$ cat src/rtl/brq_pkg.sv
// -----------------------------------------------------------------------------
// brq_pkg
// Shared constants and helpers for the branch-if-equal PC select block.
//   ADDR_W   : default data/address width of operands and PCs
//   RESET_PC : default PC value loaded on reset
//   STATS_W  : width of the optional request/taken statistics counters
//   sat_inc  : saturating increment used by the statistics counters
// -----------------------------------------------------------------------------
package brq_pkg;

   localparam int                ADDR_W   = 19;
   localparam logic [ADDR_W-1:0] RESET_PC = '0;
   localparam int                STATS_W  = 16;

   // Counters stick at all-ones instead of wrapping back to zero.
   function automatic logic [STATS_W-1:0] sat_inc(input logic [STATS_W-1:0] v);
      return (v == '1) ? v : v + 1'b1;
   endfunction

endpackage : brq_pkg

$ cat src/rtl/brq_cmp.sv
// -----------------------------------------------------------------------------
// brq_cmp
// Combinational WIDTH-bit unsigned equality comparator. Every bit takes part,
// so operands that differ only in the MSB compare as not equal.
// Ports:
//   a, b : input  [WIDTH-1:0] operands
//   eq   : output             1 when a and b are bitwise identical
// -----------------------------------------------------------------------------
module brq_cmp #(
   parameter int WIDTH = brq_pkg::ADDR_W
) (
   input  logic [WIDTH-1:0] a,
   input  logic [WIDTH-1:0] b,
   output logic             eq
);

   assign eq = (a == b);

endmodule : brq_cmp

$ cat src/rtl/brq_instruction.sv
// -----------------------------------------------------------------------------
// brq_instruction
// Branch-if-equal next-PC select. On each valid request the block compares
// r2 with r3 and registers either branch_addr (equal) or pc_next (not equal)
// into pc, together with the decision in taken. One clock of latency, a new
// request is accepted every cycle, and no input reaches an output without
// passing through a register.
//
// Ports:
//   clk         : input             rising-edge clock
//   rst         : input             synchronous active-high reset
//   in_valid    : input             qualifies r2, r3, branch_addr, pc_next
//   r2, r3      : input  [WIDTH-1:0] compare operands
//   branch_addr : input  [WIDTH-1:0] target PC when taken
//   pc_next     : input  [WIDTH-1:0] fall-through PC when not taken
//   pc          : output [WIDTH-1:0] registered selected PC
//   out_valid   : output             pc/taken updated by last edge's request
//   taken       : output             registered branch decision
//   req_count   : output [15:0]      accepted requests   (BRQ_STATS_EN only)
//   taken_count : output [15:0]      taken requests      (BRQ_STATS_EN only)
//
// Build option: define BRQ_STATS_EN to add the saturating statistics counters.
// -----------------------------------------------------------------------------
module brq_instruction #(
   parameter int               WIDTH    = brq_pkg::ADDR_W,
   parameter logic [WIDTH-1:0] RESET_PC = WIDTH'(brq_pkg::RESET_PC)
) (
   input  logic             clk,
   input  logic             rst,
   input  logic             in_valid,
   input  logic [WIDTH-1:0] r2,
   input  logic [WIDTH-1:0] r3,
   input  logic [WIDTH-1:0] branch_addr,
   input  logic [WIDTH-1:0] pc_next,
   output logic [WIDTH-1:0] pc,
   output logic             out_valid,
   output logic             taken
`ifdef BRQ_STATS_EN
   ,
   output logic [brq_pkg::STATS_W-1:0] req_count,
   output logic [brq_pkg::STATS_W-1:0] taken_count
`endif
);

   import brq_pkg::*;

   logic is_equal;

   brq_cmp #(
      .WIDTH (WIDTH)
   ) u_cmp (
      .a  (r2),
      .b  (r3),
      .eq (is_equal)
   );

   // NOTE: state is updated with non-blocking assignments so every register
   // samples pre-edge values regardless of statement order.
   always_ff @(posedge clk) begin
      if (rst) begin
         // A request arriving alongside reset is dropped, not queued.
         pc        <= RESET_PC;
         taken     <= 1'b0;
         out_valid <= 1'b0;
      end else begin
         out_valid <= in_valid;
         if (in_valid) begin
            pc    <= is_equal ? branch_addr : pc_next;
            taken <= is_equal;
         end
      end
   end

`ifdef BRQ_STATS_EN
   always_ff @(posedge clk) begin
      if (rst) begin
         req_count   <= '0;
         taken_count <= '0;
      end else if (in_valid) begin
         req_count <= sat_inc(req_count);
         if (is_equal) begin
            taken_count <= sat_inc(taken_count);
         end
      end
   end
`endif

endmodule : brq_instruction

$ cat config.mk
export PLATFORM = sky130hd
export DESIGN_NAME = brq_instruction
export DESIGN_NICKNAME = d
export VERILOG_FILES = /design/src/rtl/brq_pkg.sv /design/src/rtl/brq_cmp.sv /design/src/rtl/brq_instruction.sv
export SDC_FILE = /design/constraint.sdc
export NUM_CORES = 1
export LEC_CHECK = 0
export ABC_AREA = 1
export CELL_PAD_IN_SITES_DETAIL_PLACEMENT = 1
export CELL_PAD_IN_SITES_GLOBAL_PLACEMENT = 2
export CORE_UTILIZATION = 18
export DETAILED_ROUTE_END_ITERATION = 16
export PLACE_DENSITY_LB_ADDON = 0.2
export SYNTH_ARGS = -nofsm -noshare
export SYNTH_HDL_FRONTEND = slang
export SYNTH_SLANG_ARGS = --single-unit
$ cat constraint.sdc
create_clock -name clk -period 3.2 [get_ports clk]
set_clock_uncertainty 0.1 [all_clocks]
set_input_delay 0.64 -clock clk [delete_from_list [all_inputs] [get_ports clk]]
set_output_delay 0.64 -clock clk [all_outputs]
set_load 0.05 [all_outputs]
==> results of run 1 <==
[critical path, stage by stage]
cell and delay, ns:
clkdlybuf4s50_1 0.48, nand2_1 0.06, inv_1 0.05, nor2_1 0.03, nor2_1 0.11, nand2_1 0.08
nor2_2 0.16, nand3_2 0.40, nand2_1 0.19, nand3_1 0.10, a21oi_2 0.13
[placed cells by master, fill, tap and decap left out]
master | Yosys | routed
clkdlybuf4s50_1 | 0 | 99
nand2_1 | 74 | 74
inv_1 | 61 | 61
dfxtp_1 | 21 | 21
nand3_1 | 20 | 20
nand4_1 | 19 | 19
a21oi_1 | 18 | 18
nor2_1 | 16 | 16
xnor2_1 | 5 | 5
buf_4 | 2 | 4
nor2_2 | 3 | 3
clkbuf_8 | 0 | 3
xor2_1 | 1 | 1
nand3_2 | 1 | 1
a21oi_2 | 1 | 1
a211oi_1 | 1 | 1
clkinv_2 | 0 | 1
[metal layers]
| metal | global-route usage, % | vias up | share of wire [%] |
|---|---|---|---|
| met5 | 0 | - | 0 |
| met3 | 2.83 | 2 | 4.6 |
| met4 | 2.05 | 0 | 0.53 |
| li1 | - | 957 | - |
| met1 | 16.1 | 807 | 47 |
| met2 | 24.0 | 53 | 47 |
[cell families after synthesis]
| family | Yosys count |
|---|---|
| and+or+nand+nor | 133 |
| buffers and inverters | 75 |
| AOI/OAI and AO/OA | 20 |
| DFF | 21 |
| xor gates and xnor gates | 6 |
[flip-flops by register name, indices dropped and copies added (netlist names)]
name       count
out_valid      1
pc            19
taken          1
[cell type report]
class                   instances  share of cell area, %
well taps                     105                   5.07
clock inverters                 1                  0.193
flip-flops and latches         21                   16.2
clock buffers                   3                   1.59
inverters                      61                   8.83
repair buffers                103                   39.4
multi-input cells             159                   28.7
[worst min-delay path by stage]
stage / end / slack [ns] / depth (start not counted)
after global placement: pc[12] / 0.36 / 2
after CTS: pc[7] / 0.37 / 2
after detailed placement: pc[7] / 0.36 / 2
final: pc[7] / 0.37 / 2
after global routing: pc[12] / 0.39 / 2
after floorplan: pc[10] / 0.59 / 2
[per-stage QoR]
step	worst slack, ns	total power, uW	cell area [um^2]
after floorplan	1.46	414	1510
after global placement	0.580	557	2550
after detailed placement	0.502	559	2550
after CTS	0.768	746	2590
after global routing	0.504	781	2590
final	0.821	730	2590
[power groups by stage]
stage	Combinational (uW)	Sequential, uW	Clock (uW)
6_report	267	283	180
5_1_grt	294	285	202
4_1_cts	271	284	191
3_5_place_dp	269	290	0
3_3_place_gp	268	289	0
2_1_floorplan	75.8	338	0
==> results.json, run 1 <==
{
  "r2r-end": "pc[18]",
  "vias_per_cell": 4.02,
  "grt_pass1_vias": 1924,
  "powerDensity_mw_per_mm2": 282,
  "post_cts_resize_count": 0,
  "cts_buffers": 3,
  "violations": "DRC",
  "hold_ws_ns": 0.370,
  "route.detailed.drc": 1,
  "area_growth_syn_to_layout_pct": 71.2,
  "multi_input_area_um2": 744,
  "firstDrtPassIters": 10,
  "vias": 1819,
  "postSynthAreaPerCell_um2": 5.94,
  "clk_pin_slew_worst_paths_ns": 0.09,
  "utilization_pct": 31.7,
  "diodes": 0,
  "critPathMaxFanout": 20,
  "io_buffers": 99,
  "syn_inst": 255,
  "initial_utilization_pct": 18.5,
  "switchingPower_uw": 229,
  "internal-power_uw": 501,
  "drive_above_1_share_pct": 3.74,
  "instances_no_fill": 453,
  "max-cap-violations": 0,
  "netlist_top_cells_area": "dfxtp_1 (28%), nand2_1 (18%), inv_1 (15%)",
  "tightest_slew_ns": 0.921,
  "synthArstFlopShare_pct": 0,
  "swShare_pct": 31.4,
  "reg2reg_slack_ns": 2.43,
  "synth_cell_type_count": 16,
  "finalHoldViolations": 0,
  "postCtsHoldBufs": 0,
  "synth.area.mux_share_pct": 0,
  "cts.sinks": 21,
  "synth_top_family_by_area": "simple AND/OR/NAND/NOR gates",
  "cts_tree": "done",
  "synthTopCellsByCount": "nand2_1 (74), inv_1 (61), dfxtp_1 (21), nand3_1 (20), nand4_1 (19)",
  "end_kind": "register",
  "dp_hpwl_um": 4020,
  "post_drt_wl_per_cell_um": 12.1,
  "leakagePower_uw": 0.00124,
  "synth_nets": 334,
  "vdd_ir_drop_max_mv": 0.0913,
  "grt_use_total_pct": 13.2,
  "die_h_um": 93.7,
  "place_inst": 449,
  "core_mm2": 0.00818,
  "ys_ff_latch": 21,
  "max_freq_ghz": 0.420,
  "clk_latency_ns": 0.26,
  "synthSimpleGateAreaFrac_pct": 38.7,
  "period_share_pct": 74.3,
  "dieArea_mm2": 0.00878,
  "drt_iter0_markers": 42,
  "synth_most_common_cell": "nand2_1",
  "ys.flop_type": "dfxtp_1",
  "yosysTopAreaCell": "dfxtp_1",
  "slew_headroom_pct": 38.4,
  "rsz0062_at_grt": "no",
  "ys_seq_area_share_pct": 27.8,
  "hp-start": "pc[7]",
  "synthAdderAreaFrac_pct": 0,
  "hp-class": "register to register",
  "synth_edf_count": 0,
  "ff2ff_path_depth": 2,
  "grt.overflow.total": 0,
  "arrival_ns": 2.46,
  "setup_viol": 0,
  "place_congestion": 0.666,
  "synth_xor_area_share_pct": 3.47,
  "rows": 33,
  "root_buffer": "clkbuf_8",
  "startpoint": "r2[18]",
  "ant_nets": 0,
  "ff_latch_area_um2": 420,
  "num_io_pins": 100,
  "synth_warnings": 0,
  "pwr-share-seq_pct": 38.8,
  "die_w_um": 93.7,
  "synth_compound_area_share_pct": 7.02,
  "critPathKind": "input pin to register",
  "outcome": "finished with violations",
  "wl_um": 5460,
  "antenna_found_initial": 0,
  "slew_viol_final": 0,
  "post_cts_buffers": 0,
  "grt_pass1_wl_um": 9110,
  "r2r_start": "pc[18]",
  "endpoint": "pc[6]",
  "setup_tns_ns": 0,
  "nFillCells": 1051,
  "htree_levels": 1,
  "nets": 428,
  "synth_top_area_share_pct": 27.8,
  "grt_max_degree": 23,
  "clkPwrFrac_pct": 24.6,
  "fin_crit_ns": 2.38,
  "cts_buffer_depth": 2,
  "p_comb_share_pct": 36.6,
  "syn_area_mm2": 0.00151,
  "critPathLaunchType": "input pin",
  "worstPathRequired_ns": 3.28
}
Power figures use the tool's default switching activity.
==> run 2, diff against run 1 <==
--- a/config.mk
+++ b/config.mk
@@ -8,7 +8,7 @@
 export ABC_AREA = 1
 export CELL_PAD_IN_SITES_DETAIL_PLACEMENT = 1
 export CELL_PAD_IN_SITES_GLOBAL_PLACEMENT = 2
-export CORE_UTILIZATION = 18
+export CORE_UTILIZATION = 15
 export DETAILED_ROUTE_END_ITERATION = 16
 export PLACE_DENSITY_LB_ADDON = 0.2
 export SYNTH_ARGS = -nofsm -noshare
==> constraint.sdc (replaced) <==
create_clock -name clk -period 2.1 [get_ports clk]
set_clock_uncertainty 0.1 [all_clocks]
set_input_delay 0.42 -clock clk [delete_from_list [all_inputs] [get_ports clk]]
set_output_delay 0.42 -clock clk [all_outputs]
set_load 0.05 [all_outputs]
==> results.json, run 2 (synthesized netlist as in run 1, its figures left out) <==
{
  "setup_tns_ns": 0,
  "num_io_pins": 100,
  "tightest_slew_ns": 0.670,
  "grt_use_total_pct": 11.3,
  "crit_chain": "clkdlybuf4s50_1",
  "rows": 36,
  "htree_levels": 1,
  "cts_tree": "done",
  "path_buf_inv": 1,
  "postCtsHoldBufs": 0,
  "diodes": 0,
  "grt_pass1_vias": 1933,
  "core_mm2": 0.00977,
  "reg_top3": "pc x19, out_valid x1, taken x1",
  "vias": 1855,
  "setup_viol": 0,
  "ant_nets": 0,
  "post_cts_resize_count": 0,
  "arrival_ns": 1.44,
  "clk_latency_ns": 0.26,
  "nFillCells": 1256,
  "grt_pass1_wl_um": 9120,
  "vias_per_cell": 3.82,
  "powerDensity_mw_per_mm2": 417,
  "die_w_um": 102,
  "wl_met3_um": 409,
  "cts_buffers": 3,
  "firstDrtPassIters": 4,
  "finalPower_uw": 1110,
  "route.met2.wl_um": 2510,
  "critPathLaunchType": "register",
  "crit_path_top_delay_cell": "clkdlybuf4s50_1",
  "finalWorstSetupSlack_ns": 0.137,
  "cts.sinks": 21,
  "nets": 433,
  "outcome": "complete, no violations",
  "fin_crit_ns": 1.96,
  "worstPathRequired_ns": 1.58,
  "cp_top_family": "buffers and inverters",
  "rsz0062_at_grt": "no",
  "max_freq_ghz": 0.509,
  "period_share_pct": 93.5,
  "grt.overflow.total": 0,
  "dieArea_mm2": 0.0105,
  "critPathKind": "register to output port",
  "finalHoldViolations": 0,
  "post_drt_wl_per_cell_um": 11.4,
  "max-cap-violations": 0,
  "ff_latch_area_um2": 420,
  "antenna_found_initial": 0,
  "drt_iter0_markers": 29,
  "root_buffer": "clkbuf_8",
  "cts_buffer_depth": 2,
  "crit_path_max_incr_delay_ns": 0.82,
  "hp-class": "register to register",
  "clk_pin_slew_worst_paths_ns": 0.08,
  "multi_input_area_um2": 744,
  "route.detailed.drc": 0,
  "initial_utilization_pct": 15.5,
  "place_congestion": 0.767,
  "hold_ws_ns": 0.368,
  "wl_met1_um": 2580,
  "slew_headroom_pct": 55.3,
  "drive_above_1_share_pct": 5.38,
  "leakagePower_uw": 0.00127,
  "end_kind": "output port",
  "maxUsedRoutingLayer": "met4",
  "preCtsSetupSlack_ns": -0.0804,
  "die_h_um": 102,
  "io_buffers": 99,
  "vdd_ir_drop_max_mv": 0.234,
  "wl_um": 5520,
  "utilization_pct": 27.3,
  "final_common_cell": "clkdlybuf4s50_1",
  "regMostFlops": "pc",
  "final_cell_mix": "clkdlybuf4s50_1 (97), nand2_1 (74), inv_1 (61)",
  "post_cts_buffers": 0,
  "critPathMaxFanout": 2,
  "grt_max_degree": 22,
  "area_growth_syn_to_layout_pct": 76.4,
  "largest_reg_flops": 19,
  "slew_viol_final": 0,
  "dp_hpwl_um": 4370
}
[run 2: worst paths after layout]
path / from / slack [ns] / cells after the start / endpoint
hold reg to reg: pc[8] / 0.37 / 2 / pc[8]
setup reg to reg: pc[16] / 1.35 / 2 / pc[16]
setup / recovery: pc[10] / 0.14 / 1 / pc[10]
hold / removal: pc[8] / 0.37 / 2 / pc[8]
[run 2: worst register-to-register path, delay by kind of cell, from the launching register on]
family          cells  cell delay [ns]
compound gates      1             0.16
flops               1             0.36
simple gates        1             0.06
[run 2: area by class of cell]
class / count / area share, %
repair buffers: 108 / 39.9
multi-input cells: 159 / 27.9
flip-flops and latches: 21 / 15.7
inverters: 61 / 8.57
well taps: 133 / 6.23
clock buffers: 4 / 1.69
[run 2: power breakdown]
part	internal (uW)	total (uW)	switching (uW)	leakage (uW)
sequential	420	432	12.4	0.000173
clock	135	273	138	0.0000228
combinational	213	409	196	0.00107
[run 2: metal layers]
layer,vias up,track usage [%]
met2,61,19.8
met1,824,14.4
met4,0,0.659
met3,2,2.94
li1,968,-
met5,-,0
[run 2: per-stage QoR]
step / instance area [um^2] / cells
floorplan: 1510 / 255
global placement: 2630 / 482
detailed placement: 2630 / 482
CTS: 2670 / 486
global route: 2670 / 486
finish: 2670 / 486
